===== config.mk =====
export PLATFORM = sky130hd
export DESIGN_NAME = squid_burst_collector_flat
export DESIGN_NICKNAME = d
export VERILOG_FILES = /design/src/rtl/squid_burst_collector_if.sv /design/src/rtl/squid_burst_collector.sv /design/src/flat_wrapper.sv
export SDC_FILE = /design/constraint.sdc
export NUM_CORES = 1
export LEC_CHECK = 0
export CORE_UTILIZATION = 30
export CTS_CLUSTER_SIZE = 8
export DETAILED_ROUTE_END_ITERATION = 16
export PLACE_DENSITY = 0.47
export SLEW_MARGIN = 20
export SYNTH_ARGS = -nofsm -noshare
export SYNTH_HDL_FRONTEND = slang
export SYNTH_SLANG_ARGS = --single-unit
export TNS_END_PERCENT = 5

===== constraint.sdc =====
create_clock -name clk -period 2.9 [get_ports clk]
set_input_delay 0.87 -clock clk [delete_from_list [all_inputs] [get_ports clk]]
set_output_delay 0.87 -clock clk [all_outputs]
set_load 0.05 [all_outputs]

===== src/rtl/squid_burst_collector_if.sv =====
// ---------------------------------------------------------------------------
// squid_burst_collector_if
// Bus bundle between the memory-side burst source, the burst collector and
// the syndrome generator.
//
//   in_valid / in_ready / in_data / in_last : narrow beat stream into the
//                                             collector
//   out_valid / out_ready                   : codeword handshake toward the
//                                             decoder
//   out_weight                              : NUM_SYM data symbols,
//                                             symbol i at [SYM_W*i +: SYM_W]
//   out_parity                              : NUM_PAR parity nibbles,
//                                             nibble j at [PAR_W*j +: PAR_W]
//   out_frame_err                           : burst was too long (qualified
//                                             by out_valid)
//   drop_cnt                                : saturating count of discarded
//                                             short bursts
//
// Modports:
//   slave  - the collector itself
//   master - the surrounding environment (burst source plus decoder)
// ---------------------------------------------------------------------------
interface squid_burst_collector_if #(
    parameter int BEAT_W  = 8,
    parameter int NUM_SYM = 8,
    parameter int SYM_W   = 6,
    parameter int NUM_PAR = 4,
    parameter int PAR_W   = 4
);
    logic                       in_valid;
    logic                       in_ready;
    logic [BEAT_W-1:0]          in_data;
    logic                       in_last;
    logic                       out_valid;
    logic                       out_ready;
    logic [NUM_SYM*SYM_W-1:0]   out_weight;
    logic [NUM_PAR*PAR_W-1:0]   out_parity;
    logic                       out_frame_err;
    logic [7:0]                 drop_cnt;

    modport slave (
        input  in_valid,
        input  in_data,
        input  in_last,
        input  out_ready,
        output in_ready,
        output out_valid,
        output out_weight,
        output out_parity,
        output out_frame_err,
        output drop_cnt
    );

    modport master (
        output in_valid,
        output in_data,
        output in_last,
        output out_ready,
        input  in_ready,
        input  out_valid,
        input  out_weight,
        input  out_parity,
        input  out_frame_err,
        input  drop_cnt
    );
endinterface


===== src/rtl/squid_burst_collector.sv =====
// ---------------------------------------------------------------------------
// squid_burst_collector
// Assembles one SQUID codeword from a burst of BEATS narrow beats, splits it
// into data symbols and parity nibbles, and presents it through a one-entry
// output register with a valid/ready handshake. Short bursts are dropped and
// counted; overlong bursts are emitted from their first BEATS beats with
// out_frame_err set, the excess beats being discarded.
//
// Ports:
//   clk  - single clock, rising edge
//   rst  - synchronous reset, active high
//   bus  - squid_burst_collector_if.slave (beat stream in, codeword out,
//          frame error flag, drop counter)
//
// state   | meaning
// --------+-----------------------------------------------------------------
// COLLECT | accepting beats into the assembly register
// WAIT    | final beat parked in the stage, output register still occupied
// DRAIN   | frame already emitted, discarding beats up to in_last
// ---------------------------------------------------------------------------
module squid_burst_collector #(
    parameter int BEATS   = 8,
    parameter int BEAT_W  = 8,
    parameter int NUM_SYM = 8,
    parameter int SYM_W   = 6,
    parameter int NUM_PAR = 4,
    parameter int PAR_W   = 4
) (
    input  logic                       clk,
    input  logic                       rst,
    squid_burst_collector_if.slave     bus
);

    localparam int FRAME_W  = BEATS * BEAT_W;
    localparam int ASM_W    = (BEATS - 1) * BEAT_W;
    localparam int WEIGHT_W = NUM_SYM * SYM_W;
    localparam int PARITY_W = NUM_PAR * PAR_W;
    localparam int CNT_W    = $clog2(BEATS);
    localparam logic [CNT_W-1:0] LAST_BEAT = CNT_W'(BEATS - 1);

    typedef enum logic [1:0] {
        S_COLLECT = 2'd0,
        S_WAIT    = 2'd1,
        S_DRAIN   = 2'd2
    } state_t;

    state_t                 state_q;
    logic [CNT_W-1:0]       cnt_q;
    logic [ASM_W-1:0]       asm_q;
    logic [BEAT_W-1:0]      stage_q;
    logic                   stage_last_q;
    logic [FRAME_W-1:0]     out_frame_q;
    logic                   out_valid_q;
    logic                   out_err_q;
    logic [7:0]             drop_cnt_q;

    logic                   accept;
    logic                   out_free;
    logic                   load;
    logic [FRAME_W-1:0]     frame_d;
    logic                   err_d;

    // The output slot counts as free when it is empty or being popped this
    // cycle, which is what allows a load and a pop on the same edge.
    assign out_free = !out_valid_q || bus.out_ready;
    assign accept   = bus.in_valid && bus.in_ready;

    // Load source: the live final beat in COLLECT, the parked beat in WAIT.
    always_comb begin
        load    = 1'b0;
        frame_d = {bus.in_data, asm_q};
        err_d   = !bus.in_last;
        case (state_q)
            S_COLLECT: begin
                if (accept && (cnt_q == LAST_BEAT) && out_free) begin
                    load = 1'b1;
                end
            end
            S_WAIT: begin
                frame_d = {stage_q, asm_q};
                err_d   = !stage_last_q;
                if (out_free) begin
                    load = 1'b1;
                end
            end
            default: begin
                load = 1'b0;
            end
        endcase
    end

    always_ff @(posedge clk) begin
        if (rst) begin
            state_q      <= S_COLLECT;
            cnt_q        <= '0;
            asm_q        <= '0;
            stage_q      <= '0;
            stage_last_q <= 1'b0;
            out_frame_q  <= '0;
            out_valid_q  <= 1'b0;
            out_err_q    <= 1'b0;
            drop_cnt_q   <= '0;
        end else begin
            if (load) begin
                out_frame_q <= frame_d;
                out_valid_q <= 1'b1;
                out_err_q   <= err_d;
            end else if (bus.out_ready) begin
                out_valid_q <= 1'b0;
            end

            case (state_q)
                S_COLLECT: begin
                    if (accept) begin
                        if (cnt_q != LAST_BEAT) begin
                            for (int b = 0; b < BEATS - 1; b++) begin
                                if (cnt_q == CNT_W'(b)) begin
                                    asm_q[b*BEAT_W +: BEAT_W] <= bus.in_data;
                                end
                            end
                            if (bus.in_last) begin
                                cnt_q <= '0;
                                if (drop_cnt_q != 8'hFF) begin
                                    drop_cnt_q <= drop_cnt_q + 8'd1;
                                end
                            end else begin
                                cnt_q <= cnt_q + 1'b1;
                            end
                        end else if (out_free) begin
                            cnt_q   <= '0;
                            state_q <= bus.in_last ? S_COLLECT : S_DRAIN;
                        end else begin
                            stage_q      <= bus.in_data;
                            stage_last_q <= bus.in_last;
                            state_q      <= S_WAIT;
                        end
                    end
                end
                S_WAIT: begin
                    if (out_free) begin
                        cnt_q   <= '0;
                        state_q <= stage_last_q ? S_COLLECT : S_DRAIN;
                    end
                end
                S_DRAIN: begin
                    if (accept && bus.in_last) begin
                        state_q <= S_COLLECT;
                    end
                end
                default: begin
                    state_q <= S_COLLECT;
                end
            endcase
        end
    end

    // in_ready decodes state only, so a source may look at it before
    // deciding to raise in_valid.
    assign bus.in_ready      = (state_q != S_WAIT);
    assign bus.out_valid     = out_valid_q;
    assign bus.out_frame_err = out_err_q;
    assign bus.out_weight    = out_frame_q[WEIGHT_W-1:0];
    assign bus.out_parity    = out_frame_q[WEIGHT_W +: PARITY_W];
    assign bus.drop_cnt      = drop_cnt_q;

endmodule


===== src/flat_wrapper.sv =====
// flat-port wrapper written by rule: the top's interface ports become plain ports
module squid_burst_collector_flat 
#(
    parameter int BEATS   = 8,
    parameter int BEAT_W  = 8,
    parameter int NUM_SYM = 8,
    parameter int SYM_W   = 6,
    parameter int NUM_PAR = 4,
    parameter int PAR_W   = 4
)
  (clk, rst, bus_in_valid, bus_in_data, bus_in_last, bus_out_ready, bus_in_ready, bus_out_valid, bus_out_weight, bus_out_parity, bus_out_frame_err, bus_drop_cnt);
  squid_burst_collector_if #(.BEAT_W(BEAT_W), .NUM_SYM(NUM_SYM), .SYM_W(SYM_W), .NUM_PAR(NUM_PAR), .PAR_W(PAR_W)) bus_i ();
  input  logic clk;
  input  logic rst;
  input wire logic [$bits(bus_i.in_valid)-1:0] bus_in_valid;
  input wire logic [$bits(bus_i.in_data)-1:0] bus_in_data;
  input wire logic [$bits(bus_i.in_last)-1:0] bus_in_last;
  input wire logic [$bits(bus_i.out_ready)-1:0] bus_out_ready;
  output wire logic [$bits(bus_i.in_ready)-1:0] bus_in_ready;
  output wire logic [$bits(bus_i.out_valid)-1:0] bus_out_valid;
  output wire logic [$bits(bus_i.out_weight)-1:0] bus_out_weight;
  output wire logic [$bits(bus_i.out_parity)-1:0] bus_out_parity;
  output wire logic [$bits(bus_i.out_frame_err)-1:0] bus_out_frame_err;
  output wire logic [$bits(bus_i.drop_cnt)-1:0] bus_drop_cnt;
  assign bus_i.in_valid = bus_in_valid;
  assign bus_i.in_data = bus_in_data;
  assign bus_i.in_last = bus_in_last;
  assign bus_i.out_ready = bus_out_ready;
  assign bus_in_ready = bus_i.in_ready;
  assign bus_out_valid = bus_i.out_valid;
  assign bus_out_weight = bus_i.out_weight;
  assign bus_out_parity = bus_i.out_parity;
  assign bus_out_frame_err = bus_i.out_frame_err;
  assign bus_drop_cnt = bus_i.drop_cnt;
  squid_burst_collector #(.BEATS(BEATS), .BEAT_W(BEAT_W), .NUM_SYM(NUM_SYM), .SYM_W(SYM_W), .NUM_PAR(NUM_PAR), .PAR_W(PAR_W)) u_core (.clk(clk), .rst(rst), .bus(bus_i));
endmodule

==> results of run 1 <==
metal layers:
metal  global-route usage, %  wire, um
met5                       0         0
met4                    6.30       159
met3                    3.80       628
met2                    21.7      5740
met1                    21.0      6880
cell usage after synthesis, types with 2 or more instances:
cell type  count
a211oi_1       9
nand3_2        6
xor2_1         2
buf_2          5
a32oi_1        2
nor2_1        79
nand4_1        2
clkbuf_1      34
buf_1          5
nor3_1         2
nand3_1       12
dfxtp_1      144
o21ai_0        2
or3_1          3
nand2_1      125
nor2b_1        4
ha_1           7
mux2i_1       67
inv_1          6
a21oi_1       72
final cells by class:
type | count | share of cell area (%)
clock buffer | 19 | 6.34
clock inverter | 12 | 2.22
inverter | 6 | 0.315
multi-input combinational | 407 | 32.7
sequential | 144 | 40.3
tap | 225 | 3.94
timing repair buffer | 102 | 14.2
power breakdown:
part / leakage [nW] / total [mW] / switching (mW) / internal (mW)
clock: 0.296 / 2.26 / 0.864 / 1.40
sequential: 1.16 / 2.00 / 0.00890 / 1.99
combinational: 1.37 / 0.154 / 0.0994 / 0.0541
total: 2.83 / 4.42 / 0.972 / 3.45
kinds of logic after synthesis:
kind of cell | after synthesis
muxes | 68
and+or+nand+nor | 240
xor gates and xnor gates | 2
AOI/OAI and AO/OA | 90
DFF | 144
adders and majority gates | 7
buffers and inverters | 52
worst max path at each step:
| stage | startpoint | to |
|---|---|---|
| global route | u_core.bus.drop_cnt[2] | bus_drop_cnt[2] |
| detailed placement | bus_in_valid | u_core.asm_q[4] |
| finish | u_core.bus.drop_cnt[2] | bus_drop_cnt[2] |
| CTS | u_core.bus.drop_cnt[2] | bus_drop_cnt[2] |
| global placement | bus_in_valid | u_core.bus.drop_cnt[6] |
| floorplan | bus_in_valid | u_core.bus.drop_cnt[7] |
metrics by stage:
stage          instance area [um2]  hold WS [ps]  total power [mW]  util (%)  std cells
2_1_floorplan                 5420           432              2.14         -        603
3_3_place_gp                  6540           438              2.20      37.4        884
3_5_place_dp                  6540           445              2.20      37.4        884
4_1_cts                       7150           457              4.47      40.9        915
5_1_grt                       7150           470              4.56      40.9        915
6_report                      7150           452              4.42      40.9        915
registers in the layout, indices dropped and copies added, names as in the netlist:
name	count
u_core.cnt_q	3
u_core.bus.drop_cnt	8
u_core.stage_q	8
u_core.bus.out_frame_err	1
u_core.stage_last_q	1
u_core.state_q	2
u_core.out_frame_q	64
u_core.asm_q	56
u_core.bus.out_valid	1
==> summary.md, run 1 <==
| Metric | Value |
|---|---|
| Status | complete, no violations |
| Rows | 48 |
| Core area | 0.0175 mm2 |
| CTS tree | done |
| Dpl hpwl | 8.71 mm |
| Clk Latency, worst-skew pair | 420 ps |
| Critical path launch point type | register |
| Synth warn | 0 |
| Cts hold-fix bufs | 0 |
| Initial Utilization | 31.0% |
| Setup Total Neg Slack | 0 ps |
| Worst Hold Class | reg2reg |
| GPL Wtd Cong | 0.731 |
| FILL cells | 1721 |
| WP depth | 1 |
| CP Max Fanout | 6 |
| Predominant post-synthesis flop cell | dfxtp_1 |
| Worst R2R Start | u_core.cnt_q[0] |
| Yosys reg bits | 144 |
| Root buffer cell | clkbuf_16 |
| Vias after detailed routing | 4241 |
| Setup Crit Path Kind | reg2out |
| Adder-Cell Fraction of Synth Area | 1.62% |
| First-pass GRT wire length | 20.8 mm |
| Hold Crit Depth | 2 |
| FMAX | 388 MHz |
| LEAKAGE | 2.83 nW |
| Max incr delay on CP | 850 ps |
| Clk slew on worst S/H paths | 60 ps |
| Crit-path slowest cell | clkdlybuf4s50_1 |
| Share of layout cells above drive strength 1 | 8.99% |
| Final-report setup violation count | 0 |
| Slew at the pin closest to its max-slew limit | 587 ps |
| Number of max-cap violations | 0 |
| Post-route ant nets | 0 |
| Compound-gate portion of the synthesized area | 9.38% |
| Pin count of the biggest net entering global routing | 74 |
| Commonest non-fill, non-tap cell in the layout | dfxtp_1 |
| 1st-iter DRT viols | 208 |
| Worst R2R End | u_core.bus.drop_cnt[6] |
| Most frequent cells in the layout | 144 x dfxtp_1, 125 x nand2_1, 85 x clkdlybuf4s50_1 |
| Post-CTS Setup Inserts | 0 |
| Syn nets | 623 |
| Dpl ws | 174 ps |
| CP arrival | 1710 ps |
| Die Y | 136 um |
| Detailed Route WL | 13.4 mm |
| WHS Endpoint | u_core.out_frame_q[1] |
| Final antenna diode count | 0 |
| Post-synthesis simple-gate area fraction | 18.9% |
| Slew Viols, Final | 0 |
| Post-synth top area cell | dfxtp_1 |
| Yosys cell types | 35 |
| Skew final | 7.61 ps |
| R2R Setup Slk | 780 ps |
| Post-Synth XOR/XNOR Area | 0.323% |
| Max clock buf depth | 2 |
| Vias in the first global route | 3887 |
| Worst path cell trace | clkdlybuf4s50_1 |
| Delay-heaviest family, CP | buffers and inverters |
| Slew HR | 60.7% |
| Fin crit share | 88.8% |
| Port Buffers | 87 |
| Mux share of post-synthesis cell area | 12.7% |
| Sequential area share after synthesis | 53.2% |
| Crit end category | primary output |
| Crit path buffers/inverters | 1 |
| Post-synthesis cell count | 603 |
| H-tree depth | 4 |
| Final Net Count | 698 |
| Clock Sinks | 144 |
| Top post-synthesis cells by area | dfxtp_1 53%, mux2i_1 12%, nand2_1 8.7% |
| # resized after CTS | 0 |
| RSZ-0062 raised after global routing | false |
| Vias per inst | 4.63 |
| CP required | 2030 ps |
| Power density cells | 618 mW/mm2 |
| FF+latch area | 0.00288 mm2 |
| Die area | 0.0186 mm2 |
| Avg Inst Size Synth | 8.98 um2 |
| Num ports | 88 |
| Final Hold Viols | 0 |
| Drt first pass iters | 4 |
| P&R area growth vs syn | 32.0% |
| Initial antenna violation count | 0 |
| Grt total ovfl | 0 |
| Synth top area share | 53.2% |
| Total Routing Usage GR | 15.0% |
| Total CTS buffers | 17 |
| Largest family of logic cells by synthesized area | simple AND/OR/NAND/NOR gates |
| Peak supply drop | 0.000447 V |
| Chip width | 136 um |
| Reg2Reg Depth | 7 |
| Min Tclk post-route | 2580 ps |
| DRC errors left | 0 |
| Post-synthesis cell area | 0.00542 mm2 |
| Post-synth ARST share | 0% |
| Wire per inst | 14.6 um |
| Area occupied by multi-input gates | 0.00233 mm2 |
| Hold Startpoint | u_core.out_frame_q[1] |
| Post-synth EDFFs | 0 |
| Post-route setup slack | 324 ps |
Note: power is estimated with default switching activity, not from simulation.
==> run 2, diff against run 1 <==
--- a/config.mk
+++ b/config.mk
@@ -13,4 +13,3 @@
 export SYNTH_ARGS = -nofsm -noshare
 export SYNTH_HDL_FRONTEND = slang
 export SYNTH_SLANG_ARGS = --single-unit
-export TNS_END_PERCENT = 5
==> results of run 2 <==
Same layout as run 1: the final DEF is identical, and so are final timing and power.
